`src/rtl/acp_pkg.sv`:
```
// Shared definitions for the ACP tone path: sequencer state encoding and note entry layout.
package acp_pkg;

  localparam int NOTE_PERIOD_W = 16;
  localparam int NOTE_DUR_W    = 12;
  localparam int NOTE_ADDR_W   = 3;

  // Note entry is {period, duration}: duration in the low bits, period directly above it.
  localparam int DUR_LSB = 0;

  function automatic int period_lsb(input int dur_w);
    return DUR_LSB + dur_w;
  endfunction

  typedef enum logic [2:0] {
    ST_IDLE = 3'd0,
    ST_LOAD = 3'd1,
    ST_PLAY = 3'd2,
    ST_GAP  = 3'd3,
    ST_DONE = 3'd4
  } seq_state_t;

endpackage

```
`src/rtl/tone_divider.sv`:
```
// Period counter for one voice: reloads period-1 and emits a registered step strobe at zero.
module tone_divider
  import acp_pkg::*;
#(
  parameter int PERIOD_W = NOTE_PERIOD_W
) (
  input  logic                clk,
  input  logic                rst_n,
  input  logic                load,
  input  logic [PERIOD_W-1:0] load_period,
  input  logic                run,
  input  logic [PERIOD_W-1:0] period,
  input  logic                keep,
  output logic                tone_tick
);

  logic [PERIOD_W-1:0] cnt_reg, cnt_next;
  logic                tick_reg, tick_next;

  // The strobe is registered from the next count so it lines up with the cycle the count sits at 0.
  always_comb begin
    cnt_next = cnt_reg;
    if (load) begin
      if (load_period != '0) cnt_next = load_period - PERIOD_W'(1);
      else                   cnt_next = '0;
    end else if (run) begin
      if (cnt_reg != '0)      cnt_next = cnt_reg - PERIOD_W'(1);
      else if (period != '0)  cnt_next = period - PERIOD_W'(1);
    end
    tick_next = keep && (cnt_next == '0);
  end

  always_ff @(posedge clk or negedge rst_n) begin
    if (!rst_n) begin
      cnt_reg  <= '0;
      tick_reg <= 1'b0;
    end else begin
      cnt_reg  <= cnt_next;
      tick_reg <= tick_next;
    end
  end

  assign tone_tick = tick_reg;

endmodule

```
`src/rtl/note_sequencer.sv`:
```
// Melody sequencer: steps through an 8-entry {period, duration} table and drives one square_gen voice.
module note_sequencer
  import acp_pkg::*;
#(
  parameter int PERIOD_W  = NOTE_PERIOD_W,
  parameter int DUR_W     = NOTE_DUR_W,
  parameter int ADDR_W    = NOTE_ADDR_W,
  parameter int TEMPO_DIV = 1000,
  parameter int GAP_CYC   = 16
) (
  input  logic                      clk,
  input  logic                      rst_n,
  input  logic                      wr_en,
  input  logic [ADDR_W-1:0]         wr_addr,
  input  logic [PERIOD_W+DUR_W-1:0] wr_data,
  input  logic [ADDR_W-1:0]         last_idx,
  input  logic                      loop,
  input  logic                      start,
  input  logic                      stop,
  output logic                      tone_tick,
  output logic                      tone_en,
  output logic                      busy,
  output logic                      done,
  output logic [ADDR_W-1:0]         cur_note
);

  localparam int ENTRY_W    = PERIOD_W + DUR_W;
  localparam int DEPTH      = 1 << ADDR_W;
  localparam int PRE_W      = $clog2(TEMPO_DIV);
  localparam int GAP_W      = (GAP_CYC > 1) ? $clog2(GAP_CYC) : 1;
  localparam int GAP_LD     = (GAP_CYC > 0) ? GAP_CYC - 1 : 0;
  localparam int PERIOD_LSB = period_lsb(DUR_W);

  logic [ENTRY_W-1:0]  table_reg [DEPTH];
  logic [ENTRY_W-1:0]  rd_entry;
  logic [PERIOD_W-1:0] rd_period;
  logic [DUR_W-1:0]    rd_dur;

  seq_state_t          state_reg, state_next;
  logic [ADDR_W-1:0]   cur_note_reg, cur_note_next;
  logic [ADDR_W-1:0]   last_reg, last_next;
  logic                loop_reg, loop_next;
  logic [PERIOD_W-1:0] period_reg, period_next;
  logic [DUR_W-1:0]    dur_reg, dur_next;
  logic [PRE_W-1:0]    presc_reg, presc_next;
  logic [GAP_W-1:0]    gap_reg, gap_next;
  logic                advance;
  logic                tone_en_reg, tone_en_next;
  logic                busy_reg, busy_next;
  logic                done_reg, done_next;

  // Table is register-based so that reset can clear every entry.
  always_ff @(posedge clk or negedge rst_n) begin
    if (!rst_n) begin
      for (int i = 0; i < DEPTH; i++) table_reg[i] <= '0;
    end else if (wr_en) begin
      table_reg[wr_addr] <= wr_data;
    end
  end

  assign rd_entry  = table_reg[cur_note_reg];
  assign rd_period = rd_entry[PERIOD_LSB +: PERIOD_W];
  assign rd_dur    = rd_entry[DUR_LSB +: DUR_W];

  always_comb begin
    state_next    = state_reg;
    cur_note_next = cur_note_reg;
    last_next     = last_reg;
    loop_next     = loop_reg;
    period_next   = period_reg;
    dur_next      = dur_reg;
    presc_next    = presc_reg;
    gap_next      = gap_reg;
    advance       = 1'b0;

    unique case (state_reg)
      ST_IDLE: begin
        if (start && !stop) begin
          state_next    = ST_LOAD;
          cur_note_next = '0;
          last_next     = last_idx;
          loop_next     = loop;
        end
      end
      ST_LOAD: begin
        period_next = rd_period;
        dur_next    = (rd_dur == '0) ? DUR_W'(1) : rd_dur;
        presc_next  = '0;
        state_next  = ST_PLAY;
      end
      ST_PLAY: begin
        if (presc_reg == PRE_W'(TEMPO_DIV - 1)) begin
          presc_next = '0;
          if (dur_reg == DUR_W'(1)) begin
            if (GAP_CYC > 0) begin
              state_next = ST_GAP;
              gap_next   = GAP_W'(GAP_LD);
            end else begin
              advance = 1'b1;
            end
          end else begin
            dur_next = dur_reg - DUR_W'(1);
          end
        end else begin
          presc_next = presc_reg + PRE_W'(1);
        end
      end
      ST_GAP: begin
        if (gap_reg == '0) advance = 1'b1;
        else               gap_next = gap_reg - GAP_W'(1);
      end
      ST_DONE: state_next = ST_IDLE;
      default: state_next = ST_IDLE;
    endcase

    if (advance) begin
      if (cur_note_reg != last_reg) begin
        cur_note_next = cur_note_reg + ADDR_W'(1);
        state_next    = ST_LOAD;
      end else if (loop_reg) begin
        cur_note_next = '0;
        state_next    = ST_LOAD;
      end else begin
        state_next = ST_DONE;
      end
    end

    // Abort wins over every other transition, including a note end in the same cycle.
    if (stop && state_reg != ST_IDLE) state_next = ST_IDLE;

    tone_en_next = (state_next == ST_PLAY) && (period_next != '0);
    busy_next    = (state_next != ST_IDLE);
    done_next    = (state_next == ST_DONE);
  end

  always_ff @(posedge clk or negedge rst_n) begin
    if (!rst_n) begin
      state_reg    <= ST_IDLE;
      cur_note_reg <= '0;
      last_reg     <= '0;
      loop_reg     <= 1'b0;
      period_reg   <= '0;
      dur_reg      <= '0;
      presc_reg    <= '0;
      gap_reg      <= '0;
      tone_en_reg  <= 1'b0;
      busy_reg     <= 1'b0;
      done_reg     <= 1'b0;
    end else begin
      state_reg    <= state_next;
      cur_note_reg <= cur_note_next;
      last_reg     <= last_next;
      loop_reg     <= loop_next;
      period_reg   <= period_next;
      dur_reg      <= dur_next;
      presc_reg    <= presc_next;
      gap_reg      <= gap_next;
      tone_en_reg  <= tone_en_next;
      busy_reg     <= busy_next;
      done_reg     <= done_next;
    end
  end

  tone_divider #(
    .PERIOD_W (PERIOD_W)
  ) u_divider (
    .clk         (clk),
    .rst_n       (rst_n),
    .load        (state_reg == ST_LOAD),
    .load_period (rd_period),
    .run         (state_reg == ST_PLAY),
    .period      (period_reg),
    .keep        (tone_en_next),
    .tone_tick   (tone_tick)
  );

  assign tone_en  = tone_en_reg;
  assign busy     = busy_reg;
  assign done     = done_reg;
  assign cur_note = cur_note_reg;

endmodule
```
`config.mk`:
```
export PLATFORM = sky130hd
export DESIGN_NAME = note_sequencer
export DESIGN_NICKNAME = d
export VERILOG_FILES = /design/src/rtl/acp_pkg.sv /design/src/rtl/tone_divider.sv /design/src/rtl/note_sequencer.sv
export SDC_FILE = /design/constraint.sdc
export NUM_CORES = 1
export LEC_CHECK = 0
export CELL_PAD_IN_SITES_DETAIL_PLACEMENT = 0
export CELL_PAD_IN_SITES_GLOBAL_PLACEMENT = 2
export CORE_MARGIN = 10
export CORE_UTILIZATION = 47
export DETAILED_ROUTE_END_ITERATION = 6
export HOLD_SLACK_MARGIN = 0.08
export PLACE_DENSITY_LB_ADDON = 0.1
export RECOVER_POWER = 100
export SYNTH_ARGS = -nofsm -noshare
export SYNTH_HDL_FRONTEND = slang
export SYNTH_SLANG_ARGS = --single-unit
```
`constraint.sdc`:
```
create_clock -name clk -period 8.5 [get_ports clk]
set_input_delay 1.7 -clock clk [delete_from_list [all_inputs] [get_ports clk]]
set_output_delay 1.7 -clock clk [all_outputs]
set_load 0.02 [all_outputs]
```
Yosys cells after proc, flatten, opt, wreduce, memory -nomap -nowiden
Cells that the tools add are included.
{ "totals": {"register_bits": 296, "latch_bits": 0, "mem_bits_rw": 0, "mem_bits_ro": 0, "out_inout_bits": 7, "word_cells": 103, "memories": 0} }
{ "classes": {"add_sub_neg": 7, "n_mul": 0, "div_mod_pow": 0, "order_cmp": 3, "eq_ne": 12, "shift": 0, "mux": 37, "bitwise_logic": 2, "n_reduce_logical": 21} }
{ "op_table": {"columns": ["op", "count"], "rows": [
  ["$bwmux W224", 1],
  ["$mux W16", 6],
  ["$bmux W28 S3", 1],
  ["$demux W28 S3", 1],
  ["$mux W28", 3],
  ["$reduce_bool A16 Y1", 4],
  ["$sub A16 B1 Y16 const B", 3],
  ["$mux W12", 3],
  ["$mux W3", 12],
  ["$pmux W12 S2", 1],
  ["$pmux W10 S2", 1],
  ["$logic_not A16 Y1", 1],
  ["$eq A12 B1 Y1 const B", 1],
  ["$logic_not A12 Y1", 1],
  ["$mux W4", 3],
  ["$pmux W3 S4", 1],
  ["$sub A12 B1 Y12 const B", 1],
  ["$add A10 B1 Y10 const B", 1],
  ["$eq A10 B10 Y1 const B", 1],
  ["$mux W10", 1],
  ["$eq A3 B2 Y1 const B", 3],
  ["$ge A4 B4 Y1 const B", 2],
  ["$ne A2 B2 Y1 const B", 4],
  ["$not A3 Y4", 2],
  ["17 further kinds", 24]
]} }

Logic depth before layout (Yosys ltp)
{ "depth": {"ltp_word": 9, "ltp_mapped": 12, "depth_no_buf": 10} }

Modules after synthesis
A second synthesis with hierarchy kept.
{ "unflattened": {"cells_unflattened": 1204, "hier_area_um2": 15014.4} }
{ "modules_own_cells": {"columns": ["module", "n_inst", "cells_each", "area_each_um2", "seq_area_each_um2"], "rows": [
  ["note_sequencer", 1, 949, 12968.7, 6981.7],
  ["tone_divider", 1, 255, 2045.7, 425.4]
]} }

Worst setup path after synthesis
No wires, ideal clock.
{ "synth_timing": {"path_type": "input -> register", "from": "input port wr_addr[2]", "to": "register table_reg[175] in the netlist's numbering", "arrival_time_ns": 3.357, "required_time_ns": 8.375, "slack_ns": 5.018, "path_stages": 4, "path_buffers": 2, "cell_sequence": "clkbuf_1 nor3_1 clkbuf_1 mux2_2"} }
{ "synth_via": {"elab_chain_len": 6, "elab_cells_between_ends": 7} }
{ "synth_rtl": {"columns": ["item", "line_no", "source"], "rows": [
  ["from (decl)", "note_sequencer.sv:14", "input logic [ADDR_W-1:0] wr_addr,"],
  ["$not A3 Y4 (not written as such) (*)", "note_sequencer.sv:57", "table_reg[wr_addr] <= wr_data;"],
  ["$ge A4 B4 Y1 (not written as such) / $lt A4 B1 Y1 (equally long branches)", "note_sequencer.sv:57", null],
  ["$logic_and A1 B1 Y1 (not written as such)", "note_sequencer.sv:57", null],
  ["$mux W28 (not written as such)", "note_sequencer.sv:57", null],
  ["$demux W28 S3 (*)", "note_sequencer.sv:57", null],
  ["$bwmux W224 (*)", "note_sequencer.sv:57", null],
  ["to (signal, indexed assignment)", "note_sequencer.sv:57", null],
  ["to (decl)", "note_sequencer.sv:34", "logic [ENTRY_W-1:0] table_reg [DEPTH];"]
]} }
Every way passes the cells marked *; elsewhere a longest branch is shown, timed or not.
A chain may end at the register's enable or synchronous reset.

Final worst setup path
{ "layout_timing": {"from": "register cur_note_reg[1], in the netlist cur_note[1]", "to": "register u_divider.tick_reg, in the netlist u_divider.tone_tick"} }
{ "layout_via": {"elab_chain_len": 9, "elab_cells_between_ends": 18} }
{ "layout_rtl": {"columns": ["item", "line_no", "source"], "rows": [
  ["from (decl)", "note_sequencer.sv:40", "logic [ADDR_W-1:0] cur_note_reg, cur_note_next;"],
  ["from (signal assigned)", "note_sequencer.sv:151", "cur_note_reg <= cur_note_next;"],
  ["$not A3 Y4 (not written as such) (*)", "note_sequencer.sv:61", "assign rd_entry = table_reg[cur_note_reg];"],
  ["$bmux W28 S3 (*)", "note_sequencer.sv:61", null],
  ["$mux W28 (not written as such) (*) (2 in a row)", "note_sequencer.sv:61", null],
  ["$sub A16 B1 Y16 / $reduce_bool A16 Y1 (equally long branches)", "tone_divider.sv:24", "if (load_period != '0) cnt_next = load_period - PERIOD_W'(1);"],
  ["$mux W16 (*)", "tone_divider.sv:24", null],
  ["$mux W16 (*)", "tone_divider.sv:23", "if (load) begin"],
  ["net u_divider.cnt_next[2]", "tone_divider.sv:17", "logic [PERIOD_W-1:0] cnt_reg, cnt_next;"],
  ["$logic_not A16 Y1 (*)", "tone_divider.sv:30", "tick_next = keep && (cnt_next == '0);"],
  ["$logic_and A1 B1 Y1 (*)", "tone_divider.sv:30", null],
  ["net u_divider.tick_next", "tone_divider.sv:18", "logic tick_reg, tick_next;"],
  ["to (signal assigned)", "tone_divider.sv:39", "tick_reg <= tick_next;"],
  ["to (decl)", "tone_divider.sv:18", null]
]} }
The timed path passes the listed nets; every way through them passes the cells marked *. The select of a mux whose other input is x is not followed.

==> metrics.md <==
| Metric | Value |
|---|---|
| WP data arrival | `6.45 ns` |
| Most common cell in the synthesized netlist | `dfrtp_1` |
| Die area | `a little under 40000 sq um` |
| Slowest CP cell | `clkbuf_1` |
| Ant diodes | `0` |
| Top FF cell, synth | `dfrtp_1` |
| Cell area power density | `approximately 280 nW/um^2` |
| Rows | `64` |
| Area delta synth->final | `12.3%` |
| Sum Neg Setup Slack | `0 ns` |
| Cell Count Post-Placement | `1549` |
| List of most frequent post-synthesis cells | `dfrtp_1 (296), mux2_2 (234), nand2_1 (59)` |
| CP cell instances | `clkbuf_1 > inv_1 > mux2i_1 > nand4_1 > or4_1 > a31o_1 > nand4bb_1 > nor4b_2 > and4_1` |
| Root Buffer | `clkbuf_16` |
| Routing usage on met1 | `0.274` |
| Sequential Area | `around 7400 sq um` |
| DP HPWL | `approximately 23000 um` |
| Fin. Hold Viols | `0` |
| Worst slew margin relative to its limit | `-1.32` |
| RSZ-0062 raised after global routing | `no` |
| Initial DRT Pass Iterations | `5` |
| Largest cells by area after synthesis | `dfrtp_1 (50%), mux2_2 (18%), mux4_2 (8.5%)` |
| GR Layer Usage met3 | `0.0240` |
| DIE WIDTH | `197 um` |
| Clk_skew | `around 0.028 ns` |
| Max FFs per register | `224` |
| Post-Syn Area | `~15000 sq um` |
| Total power draw | `roughly 4600 uW` |
| Grt ovf | `0` |
| 1st-iter DRT viols | `about 540` |
| Die Ht | `~200 um` |
| Status | `finished with violations` |
| H-tree level count | `2` |
| Synth warn | `0` |
| Largest net degree at the start of global routing | `about 100` |
| Min Hold Slack | `roughly 0.48 ns` |
| Min-Delay Path Class | `register to register` |
| DRT Wirelength | `35600 um` |
| Antenna violations before repair | `0` |
| Hold_buf cts | `0` |
| ANT nets after route | `0` |
| Min cycle time layout | `approximately 6 ns` |
| Post-placement cell area | `15600 sq um` |
| WP data required | `~8.9 ns` |
| Clock Latency Late Sink | `approximately 0.53 ns` |
| Kind of start point of the critical path | `register` |
| Pin slew with the least headroom to its limit | `about 3.5 ns` |
| EDFF count, synth | `0` |
| Peak supply drop | `0.192 mV` |
| Fill cell total of the finished layout | `2653` |
| Critical Path Sink Type | `register` |
| CP Max Fanout | `30` |
| IO buf count | `46` |
| Switching pwr | `between 1000 and 1500 uW` |
| Clock power frac | `0.308` |
| Gr busiest metal | `met2` |
| Post-synthesis sequential element count | `between 200 and 300` |
| Share of layout cells above drive strength 1 | `0.295` |
| CTS sink cnt | `between 200 and 300` |
| Switching share of total power | `0.315` |
| Average wire per standard cell | `~22 um` |
| Worst Path Class, Setup | `register to register` |
| Finished Layout Cells | `between 1500 and 2000` |
| Max-Cap Viols | `12` |
| Cell-internal power | `3160 uW` |
| Nets@finish | `1240` |
| Multi-input gate area | `approximately 7000 sq um` |
| Grt met2 use | `0.291` |
| Io pins | `47` |
| CTS tree | `done` |
| Post-CTS setup repair buffer count | `0` |
| TritonCTS Buffers | `34` |
| Post-synthesis net count | `between 1000 and 1500` |
| Final cell area excluding filler cells | `roughly 17000 sq um` |
| First-pass GRT wire length | `roughly 58000 um` |
| Cell taking the most area after synthesis | `dfrtp_1` |
| Sequential cell fraction of total power | `0.449` |
| Final worst-path cycle share | `0.708` |
| Post-cts resize count | `0` |
| Gpl congestion | `about 0.86` |
| Post-synth top area share | `0.501` |
| CTS Buffer Depth | `3` |
| Clock-pin slew on the worst setup and hold paths | `about 0.060 ns` |
| Failing checks | `capacitance limit, slew limit` |
| Buf/Inv on CP | `2` |
| Async SR Flop Fraction | `1.00` |
| # setup viols final | `0` |
| Crit-path max cell delay | `roughly 1.5 ns` |
| Mapped Cells | `1148` |
| Fmax | `about 170 MHz` |
| Post-synthesis sequential area ratio | `0.501` |
| Vias per cell | `5.98` |
| Yosys cell types | `73` |
| Total GRT Usage | `0.187` |
| Leak | `between 0.006 and 0.007 uW` |
| DR DRC count | `0` |
| Vias in the first global route | `around 10000` |
| Initial Util | `0.479` |
| Vias | `roughly 9600` |
| Mean post-synth cell area | `~13 sq um` |
| Top delay family on crit path | `buffers and inverters` |
| Core area | `30800 sq um` |
| Fin. max-slew vios | `roughly 400` |
| Combinational Power Share | `0.243` |
path summary, 6_finish.rpt:
kind                       slack (ns)                startpoint                             to  depth (start not counted)
max                              2.49     cur_note[1]$_DFF_PN0_  u_divider.tone_tick$_DFF_PN0_                          9
min                              0.48  presc_reg[6]$_DFFE_PN0P_       presc_reg[6]$_DFFE_PN0P_                          1
max reg2reg                      2.49     cur_note[1]$_DFF_PN0_  u_divider.tone_tick$_DFF_PN0_                          9
min reg2reg                      0.48  presc_reg[6]$_DFFE_PN0P_       presc_reg[6]$_DFFE_PN0P_                          1
max in group asynchronous        3.49                     rst_n     table_reg[190]$_DFFE_PN0P_                          2
min in group asynchronous        1.19                     rst_n       presc_reg[4]$_DFFE_PN0P_                          1
cells by family (layout without fill, tap and decap cells):
logic type / count (synthesis) / count (layout) / share of synthesized area
multiplexers: 318 / 318 / 0.287
XOR/XNOR: 29 / 29 / 0.0172
adder cells (fa/ha/maj): 11 / 11 / 0.00932
flip-flops: 296 / 296 / 0.501
buffers and inverters: 76 / 139 / 0.0219
AND/OR/NAND/NOR: 273 / 273 / 0.101
AO/OA/AOI/OAI: 145 / 145 / 0.0623
layout by cell type (no fill, tap or decap), drive strengths merged, types with 3 or more instances in the layout:
| master | n |
|---|---|
| xor2 | 20 |
| nand3 | 26 |
| a211oi | 13 |
| a21oi | 35 |
| or3 | 8 |
| a31oi | 3 |
| xnor2 | 9 |
| o31ai | 9 |
| o21bai | 3 |
| nor3 | 23 |
| nor4b | 5 |
| nor3b | 11 |
| or4 | 7 |
| nand4b | 4 |
| nor4 | 25 |
| nor2 | 52 |
| mux4 | 56 |
| clkbuf | 61 |
| dfrtp | 296 |
| nand2b | 7 |
| nand2 | 59 |
| and2 | 4 |
| ha | 11 |
| o211ai | 3 |
| a22o | 7 |
| clkinv | 6 |
| mux2 | 234 |
| o21ai | 44 |
| nand4 | 17 |
| or4b | 3 |
| clkdlybuf4s50 | 36 |
| a32o | 3 |
| mux2i | 28 |
| buf | 6 |
| o41ai | 3 |
| o22ai | 6 |
| nor2b | 5 |
| and3 | 6 |
| dlygate4sd3 | 9 |
| inv | 18 |
final cells by class:
class | instances | area share
Tap cell | 396 | 0.0299
Sequential cell | 296 | 0.446
Clock buffer | 47 | 0.0578
Timing Repair Buffer | 65 | 0.0335
Inverter | 16 | 0.00362
Clock inverter | 11 | 0.00777
Multi-Input combinational cell | 776 | 0.421
per-stage QoR:
| step | worst slack, ns | util |
|---|---|---|
| floorplan | 5.02 | - |
| global placement | 4.21 | 0.508 |
| detailed placement | 4.14 | 0.508 |
| CTS | 3.99 | 0.543 |
| global route | 2.01 | 0.538 |
| finish | 2.49 | 0.538 |
power by group through the flow:
stage | logic [uW] | clock network (uW) | registers (uW)
after global routing | 1250 | 1510 | 2120
final | 1120 | 1420 | 2070
after floorplan | 863 | 0 | 1980
after CTS | 1140 | 1460 | 2060
after detailed placement | 1130 | 0 | 2090
after global placement | 1130 | 0 | 2090
metal layers:
layer,share of wire,vias to the layer above
li1,-,4413
met1,0.49,4988
met2,0.46,160
met3,0.035,44
met4,0.014,0
met5,0,-
worst register-to-register path: stages (launching register included):
cell       delay [ns]
dfrtp_1          0.31
clkbuf_1         1.47
inv_1            1.17
mux2i_1          0.93
nand4_1          0.47
or4_1            0.68
a31o_1           0.25
nand4bb_1        0.19
nor4b_2          0.24
and4_1           0.23
(Power assumes the default switching activity.)
